<file path="config.mk">
export PLATFORM = sky130hd
export DESIGN_NAME = sort_vec_serializer
export DESIGN_NICKNAME = d
export VERILOG_FILES = /design/src/rtl/sort_pkg.sv /design/src/rtl/sort_order_chk.sv /design/src/rtl/sort_vec_serializer.sv
export SDC_FILE = /design/constraint.sdc
export NUM_CORES = 1
export LEC_CHECK = 0
export BUFFER_PORTS_ARGS = -buffer_cell sky130_fd_sc_hd__buf_2
export CELL_PAD_IN_SITES_DETAIL_PLACEMENT = 1
export CELL_PAD_IN_SITES_GLOBAL_PLACEMENT = 2
export CORE_ASPECT_RATIO = 1.2
export CORE_MARGIN = 8
export CORE_UTILIZATION = 34
export DETAILED_ROUTE_END_ITERATION = 6
export GPL_ROUTABILITY_DRIVEN = 0
export PLACE_DENSITY = 0.91
export SETUP_SLACK_MARGIN = 0.15
export SYNTH_ARGS = -nofsm -noshare
export SYNTH_HDL_FRONTEND = slang
export SYNTH_SLANG_ARGS = --single-unit
export TNS_END_PERCENT = 50
</file>
<file path="constraint.sdc">
create_clock -name clk -period 2.45 [get_ports clk]
set_input_delay 0.49 -clock clk [delete_from_list [all_inputs] [get_ports clk]]
set_output_delay 0.49 -clock clk [all_outputs]
set_load 0.005 [all_outputs]
</file>
<file path="src/rtl/sort_pkg.sv">
// Shared types and defaults for the bubble sorter and its output-side serializer.
package sort_pkg;

    localparam int unsigned DATA_W_DEF = 4;
    localparam int unsigned DATA_N_DEF = 4;

    typedef enum logic {
        IDLE = 1'b0,
        SEND = 1'b1
    } ser_state_t;

    // Element/vector convention: element 0 sits in the least significant slot.
    typedef logic [DATA_W_DEF-1:0] elem_t;
    typedef elem_t [DATA_N_DEF-1:0] vec_t;

endpackage

</file>
<file path="src/rtl/sort_order_chk.sv">
// Combinational adjacent-pair comparator: flags a vector that is not ascending (unsigned).
module sort_order_chk
    import sort_pkg::*;
#(
    parameter int unsigned DATA_W = DATA_W_DEF,
    parameter int unsigned DATA_N = DATA_N_DEF
) (
    input  logic [DATA_N-1:0][DATA_W-1:0] vec,
    output logic                          unsorted
);

    // Equal neighbours are legal; only a strict descent counts.
    always_comb begin
        unsorted = 1'b0;
        for (int i = 0; i < int'(DATA_N) - 1; i++) begin
            if (vec[i] > vec[i+1]) begin
                unsorted = 1'b1;
            end
        end
    end

endmodule

</file>
<file path="src/rtl/sort_vec_serializer.sv">
// Captures one sorted vector and streams its elements one per beat, index 0 first.
// Optional sticky order_err output when SORT_ORDER_CHECK_EN is defined.
module sort_vec_serializer
    import sort_pkg::*;
#(
    parameter int unsigned DATA_W = DATA_W_DEF,
    parameter int unsigned DATA_N = DATA_N_DEF,
    parameter int unsigned IDX_W  = $clog2(DATA_N)
) (
    input  logic                          clk,
    input  logic                          rst_n,
    input  logic                          vec_valid,
    output logic                          vec_ready,
    input  logic [DATA_N-1:0][DATA_W-1:0] vec_data,
    output logic                          out_valid,
    input  logic                          out_ready,
    output logic [DATA_W-1:0]             out_data,
    output logic [IDX_W-1:0]              out_idx,
    output logic                          out_last,
    output logic                          busy
`ifdef SORT_ORDER_CHECK_EN
    ,
    output logic                          order_err
`endif
);

    ser_state_t                    state_q;
    ser_state_t                    state_d;
    logic [DATA_N-1:0][DATA_W-1:0] hold_q;
    logic [IDX_W-1:0]              idx_q;
    logic                          accept_c;
    logic                          elem_hs_c;
    logic                          last_hs_c;

    // Outputs decode directly from registers; only vec_ready is combinational.
    assign out_valid = (state_q == SEND);
    assign busy      = (state_q == SEND);
    assign out_idx   = idx_q;
    assign out_data  = hold_q[idx_q];
    assign out_last  = (idx_q == IDX_W'(DATA_N - 1));

    assign elem_hs_c = out_valid & out_ready;
    assign last_hs_c = elem_hs_c & out_last;
    assign vec_ready = (state_q == IDLE) | last_hs_c;
    assign accept_c  = vec_valid & vec_ready;

    always_ff @(posedge clk or negedge rst_n) begin
        if (!rst_n) begin
            state_q <= IDLE;
        end else begin
            state_q <= state_d;
        end
    end

    // A last-beat handshake with a simultaneous accept stays in SEND without a bubble.
    always_comb begin
        state_d = state_q;
        unique case (state_q)
            IDLE: begin
                if (accept_c) begin
                    state_d = SEND;
                end
            end
            SEND: begin
                if (last_hs_c && !accept_c) begin
                    state_d = IDLE;
                end
            end
            default: state_d = IDLE;
        endcase
    end

    always_ff @(posedge clk or negedge rst_n) begin
        if (!rst_n) begin
            hold_q <= '0;
            idx_q  <= '0;
        end else if (accept_c) begin
            hold_q <= vec_data;
            idx_q  <= '0;
        end else if (elem_hs_c) begin
            idx_q  <= out_last ? '0 : idx_q + IDX_W'(1);
        end
    end

`ifdef SORT_ORDER_CHECK_EN
    logic unsorted_c;

    sort_order_chk #(
        .DATA_W (DATA_W),
        .DATA_N (DATA_N)
    ) u_order_chk (
        .vec      (vec_data),
        .unsorted (unsorted_c)
    );

    always_ff @(posedge clk or negedge rst_n) begin
        if (!rst_n) begin
            order_err <= 1'b0;
        end else if (accept_c && unsorted_c) begin
            order_err <= 1'b1;
        end
    end
`endif

endmodule

</file>
After elaboration in Yosys (flattened, before gate mapping) --
Cells that the tools add are included.
Word-level totals: register bits after elaboration 19, latch bits 0, bits in writable memories 0, ROM bits 0, input port bits 20, output and inout bits 10, word-level logic and storage cells 25, memories 0
Cells by class: $add $sub $neg 1, multiply operators 0, div/mod/pow operators 0, magnitude comparators 1, equality and inequality tests 1, shift-type cells 0, muxes and demuxes 8, bitwise logic cells 5, reductions and logical operators 3
Operator list (count):
- 4-bit binary-select mux with 2-bit select | 1
- 2-bit 2-to-1 mux | 3
- 4-bit 2-to-1 mux | 1
- 1-bit bitwise AND | 3
- 2-bit by 3-bit < comparator with 1-bit output (second input constant) | 1
- 2-bit by 1-bit adder with 2-bit output (second input constant) | 1
- 2-bit equality test (second input constant) | 1
- 1-bit 2-to-1 mux | 2
- 1-bit case mux with 2 select lines | 1
- 2-bit nonzero test | 1
- 1-bit logical AND | 1
- 1-bit logical NOT | 1
- 1-bit NOT | 1
- 1-bit bitwise OR | 1

Depth between registers and ports, before layout --
depth in word-level cells 8, depth in mapped cells 5, gate-level depth less buffers 3

Worst setup path before layout --
OpenSTA, ideal clock, no wires.
path kind reg-to-output, start point register idx_q[1] (netlist: out_idx[1]), end point output port vec_ready, arrival 1260 ps, required time 1960 ps, setup slack 700 ps, stages on the path, launching flop included 5, path buffers 1, cells stage by stage dfrtp_1 > ha_1 > a21boi_4 > buf_4 > inv_1
On the way: word-level cells in the longest chain between the ends 3
Ends and longest elaborated chain:
- start: declaration | line sort_vec_serializer.sv:30 | logic [IDX_W-1:0] idx_q;
- start signal: assignment | line sort_vec_serializer.sv:81 | idx_q <= out_last ? '0 : idx_q + IDX_W'(1);
- 2-bit equality test | line sort_vec_serializer.sv:40 | assign out_last = (idx_q == IDX_W'(DATA_N - 1));
- net out_last | line sort_vec_serializer.sv:19 | output logic out_last,
- 1-bit bitwise AND | line sort_vec_serializer.sv:43 | assign last_hs_c = elem_hs_c & out_last;
- 1-bit bitwise OR | line sort_vec_serializer.sv:44 | assign vec_ready = (state_q == IDLE) | last_hs_c;
- end: declaration | line sort_vec_serializer.sv:13 | output logic vec_ready,
The timed path passes the listed nets, and every way through them passes these cells.

Worst setup path in the final report --
start point register idx_q[0] (netlist: out_idx[0]), end point output port out_data[2]
On the way: word-level cells in the longest chain between the ends 2
Ends and longest elaborated chain:
- 4-bit binary-select mux with 2-bit select | line sort_vec_serializer.sv:39 | assign out_data = hold_q[idx_q];
- 4-bit 2-to-1 mux (not written as such) | line sort_vec_serializer.sv:39
- end: declaration | line sort_vec_serializer.sv:17 | output logic [DATA_W-1:0] out_data,
Every way passes these cells. The select of a mux whose other input is x is not followed.

==> flow_results.org <==
** Power
- Internal power comes to between 0.9 and 1 mW.
- The share of total power dissipated in the clock network is 0.111.
- VDD IR-drop max :: roughly 0.00047 V
- Of the total power, the share spent switching nets is 0.342.
- Net switching power of the design :: 0.477 mW
- In this run the static leakage power is between 0.6 and 0.7 nW.
- Portion of total power attributed to combinational logic :: 0.471
- In this run the power density over the cells is between 1000 and 1500 nW/um^2.
- The share of total power dissipated in sequential elements is 0.418.

** Layout
- Share of final-layout standard cells stronger than drive strength 1 :: 0.429
- Relative to the synthesized area, the layout overhead comes to 15.8%.
- The multi-input combinational cells in the finished layout cover a total of 458 um^2.
- Number of inserted filler cells in the final layout :: 355
- Excluding fillers, the count of instances in the completed layout stands at between 150 and 200.
- Sequential Area :: roughly 480 um^2
- Once layout is done, the placed cells without fillers occupy 1240 um^2.
- In the final design database the tool counted 141 nets.
- Antenna diodes :: 0
- For this run, the share of the core covered by cells in the final layout is 0.408.

** Worst setup path
- Cell chain of the critical path :: mux4_2 > buf_2
- STA classifies the critical path startpoint as a flop.
- The endpoint identified for the worst register-to-register timing path is hold_q[2].
- CP required :: slightly below 2 ns
- Grouping stages by cell kind, the critical path spends the most delay in flip-flops.
- Slowest cell delay on critical path :: about 0.60 ns
- Worst flop-to-flop path startpoint :: out_idx[0]
- Along the worst path, the maximum fanout reaches 8.
- CP bufs+invs :: 1
- On the critical path, the stage with the largest delay is an instance of sky130_fd_sc_hd__dfrtp_1.
- CP Data Arrival Time :: ~1.6 ns
- STA classifies the critical path endpoint as an output port.
- The critical path is of the reg2out type.
- For flop-to-flop paths, the worst setup slack is ~0.6 ns.
- Counting cells, the worst reg-to-reg path comes to 4.

** Routing
- Wires add up to 2590 um.
- In the routed layout, each cell is associated on average with a via count of roughly 5.2.
- In the routed design, unresolved DRC markers number 0.
- The pre-antenna-repair detailed-routing pass consisted of 4 iterations.
- After detailed routing, the average wire length per cell comes to 16.7 um.
- DRC marker count from the first detailed-route iteration :: 25
- Routed vias :: between 800 and 900
- Remaining antenna violation count :: 0

** Logic synthesis
- The commonest cells after synthesis are sky130_fd_sc_hd__dfrtp_1 (19), sky130_fd_sc_hd__inv_1 (17), sky130_fd_sc_hd__nand2_1 (17), sky130_fd_sc_hd__o32ai_2 (10), sky130_fd_sc_hd__o32ai_1 (6).
- Fraction of the yosys area taken by sequential cells :: 0.445
- Number of synthesized flops with an enable pin :: 0
- Sorting the synthesized cells by area gives the leading types as sky130_fd_sc_hd__dfrtp_1 (45%), sky130_fd_sc_hd__o32ai_2 (15%), sky130_fd_sc_hd__mux4_2 (8.4%).
- Average instance area after synthesis :: between 10 and 15 um^2
- The synthesized netlist occupies a cell area of ~1100 um^2.
- During synthesis, Yosys emitted a total of 0 warnings.
- Synthesized flop and latch total :: 19
- Of the post-synthesis cell area, the dominant cell type holds 0.445.
- Count of distinct cell types in the synthesized netlist :: 21
- Most instantiated flip-flop cell in the synthesis netlist :: sky130_fd_sc_hd__dfrtp_1
- Synthesized net count :: about 110
- Most frequent cell after synthesis :: sky130_fd_sc_hd__dfrtp_1
- Async set or reset register ratio after synthesis :: 1.00
- In the synthesized netlist, the number of instances is roughly 90.
- The synthesized design spends more area on one cell type than any other, namely sky130_fd_sc_hd__dfrtp_1.

** Placed design
- Instance area at placement :: ~1200 um^2
- Port buffer count :: 29
- Half-perimeter wire length after detailed placement :: about 1900 um
- Number of cells after detailed placement :: 151

** Clock tree
- Number of hold buffers added after CTS :: 0
- Clock buffer count from CTS :: 3
- Clock-pin slew was measured on the worst setup and hold paths at around 0.11 ns.
- TritonCTS clock tree :: done
- Insertion delay to the later sink of the worst-skew pair :: approximately 0.29 ns
- Count of cells resized by post-cts repair :: 0
- In this run the number of H-tree levels came out at 1.
- CTS saw 19 sinks.
- Post-CTS timing repair inserted 0 buffers for setup.
- The root buffer cell chosen for the clock tree is sky130_fd_sc_hd__clkbuf_4.
- The clock passes through at most 2 buffers.

** Global route
- In the global route stage, met1 resource usage came out at 0.134.
- For met2 alone, demand over resource in global routing was 0.171.
- The number of global-route vias before repair was between 900 and 1000.
- Overall Global Routing Usage :: 0.108
- Maximum number of pins on one net before global-route repair :: 22
- In this run the most used layer during global routing was met2.
- The first global-routing pass estimated ~4500 um of wire.
- Met3 GRT Util :: 0.0302
- The initial antenna violation count was 0.
- Global-route congestion overflow total :: 0

** Floorplan
- Number of top-level pins :: 30
- Die area :: 5200 um^2
- Die Y :: slightly below 80 um
- Area of the core :: roughly 3000 um^2
- Width of the die :: roughly 67 um
- Site row count :: 22
- The initial utilization of the core area, before any placement, comes to 0.352.

** Worst hold path
- The worst hold path belongs to the class in2async.

** Timing
- Highest attainable clock frequency :: around 480 MHz
- Adding up every negative setup slack in the final design gives 0 ns.
- RSZ-0062 raised after global routing :: false
- Endpoints failing hold :: 0
- Post-route fraction of the period consumed by the critical path :: 0.854
- The final max-slew violation count came to 0.
- Number of failing setup endpoints in the final timing report :: 0
- Worst Hold Margin :: between 0.1 and 0.15 ns
- Worst Max-Slew Pin Slew :: between 0.4 and 0.5 ns
- Measured against its own limit, the worst slew margin works out to 0.707.
- Period minus WS final :: roughly 2.1 ns
- For the final database, setup skew stands at around 0.0047 ns.

** Status
- Outcome :: complete, no violations

** Job
- Number of max-cap violations :: 0
-- per-layer routing --
layer  part of all wire  vias up
met4              0.010        0
met3              0.061        4
met5                  0        -
met1               0.45      403
met2               0.48       23
li1                   -      374
-- worst max path at each step --
stage,start,to,slack [ns],cells past startpoint
after floorplan,out_idx[1],vec_ready,0.70,4
after global placement,out_idx[0],hold_q[2],0.68,4
after detailed placement,out_idx[0],hold_q[2],0.58,4
after CTS,out_idx[0],out_data[2],0.32,2
after global routing,out_idx[0],out_data[0],0.25,2
final,out_idx[0],out_data[2],0.36,2
-- power by group through the flow --
stage,registers (mW),clock network [mW],logic [mW]
detailed placement,0.597,0,0.667
CTS,0.589,0.167,0.670
global placement,0.578,0,0.641
global route,0.611,0.179,0.726
floorplan,0.537,0,0.517
finish,0.584,0.155,0.657
-- placed cells by master (no fill, tap or decap), types with 2 or more instances in the layout --
| cell type | Yosys | routed |
|---|---|---|
| sky130_fd_sc_hd__buf_2 | 3 | 29 |
| sky130_fd_sc_hd__and3_1 | 2 | 2 |
| sky130_fd_sc_hd__nand2_1 | 17 | 17 |
| sky130_fd_sc_hd__dfrtp_1 | 19 | 19 |
| sky130_fd_sc_hd__inv_1 | 17 | 17 |
| sky130_fd_sc_hd__o32ai_2 | 10 | 10 |
| sky130_fd_sc_hd__clkbuf_4 | 0 | 3 |
| sky130_fd_sc_hd__buf_4 | 2 | 3 |
| sky130_fd_sc_hd__o32ai_1 | 6 | 6 |
| sky130_fd_sc_hd__mux4_2 | 4 | 4 |
-- stage by stage --
stage          total power [mW]  worst slack [ns]
3_3_place_gp               1.22             0.683
3_5_place_dp               1.26             0.583
4_1_cts                    1.43             0.317
2_1_floorplan              1.05             0.700
6_report                   1.40             0.358
5_1_grt                    1.52             0.253
-- final cells by class --
type | count | share of cell area
Tap cell | 36 | 0.0364
Inverter | 17 | 0.0516
Clock buffer | 4 | 0.0213
Timing Repair Buffer | 32 | 0.136
Sequential cell | 19 | 0.385
Multi-Input combinational cell | 47 | 0.370
-- state kept, by name (all words and copies together), names as in the netlist --
signal	flops
busy	1
hold_q	16
out_idx	2
-- cells by family after synthesis --
kind of cell             synth area share
AO/OA/AOI/OAI                       0.237
adder cells (fa/ha/maj)            0.0117
buffers and inverters               0.125
flip-flops                          0.445
multiplexers                       0.0938
AND/OR/NAND/NOR                    0.0868
Note: power is estimated with default switching activity, not from simulation.
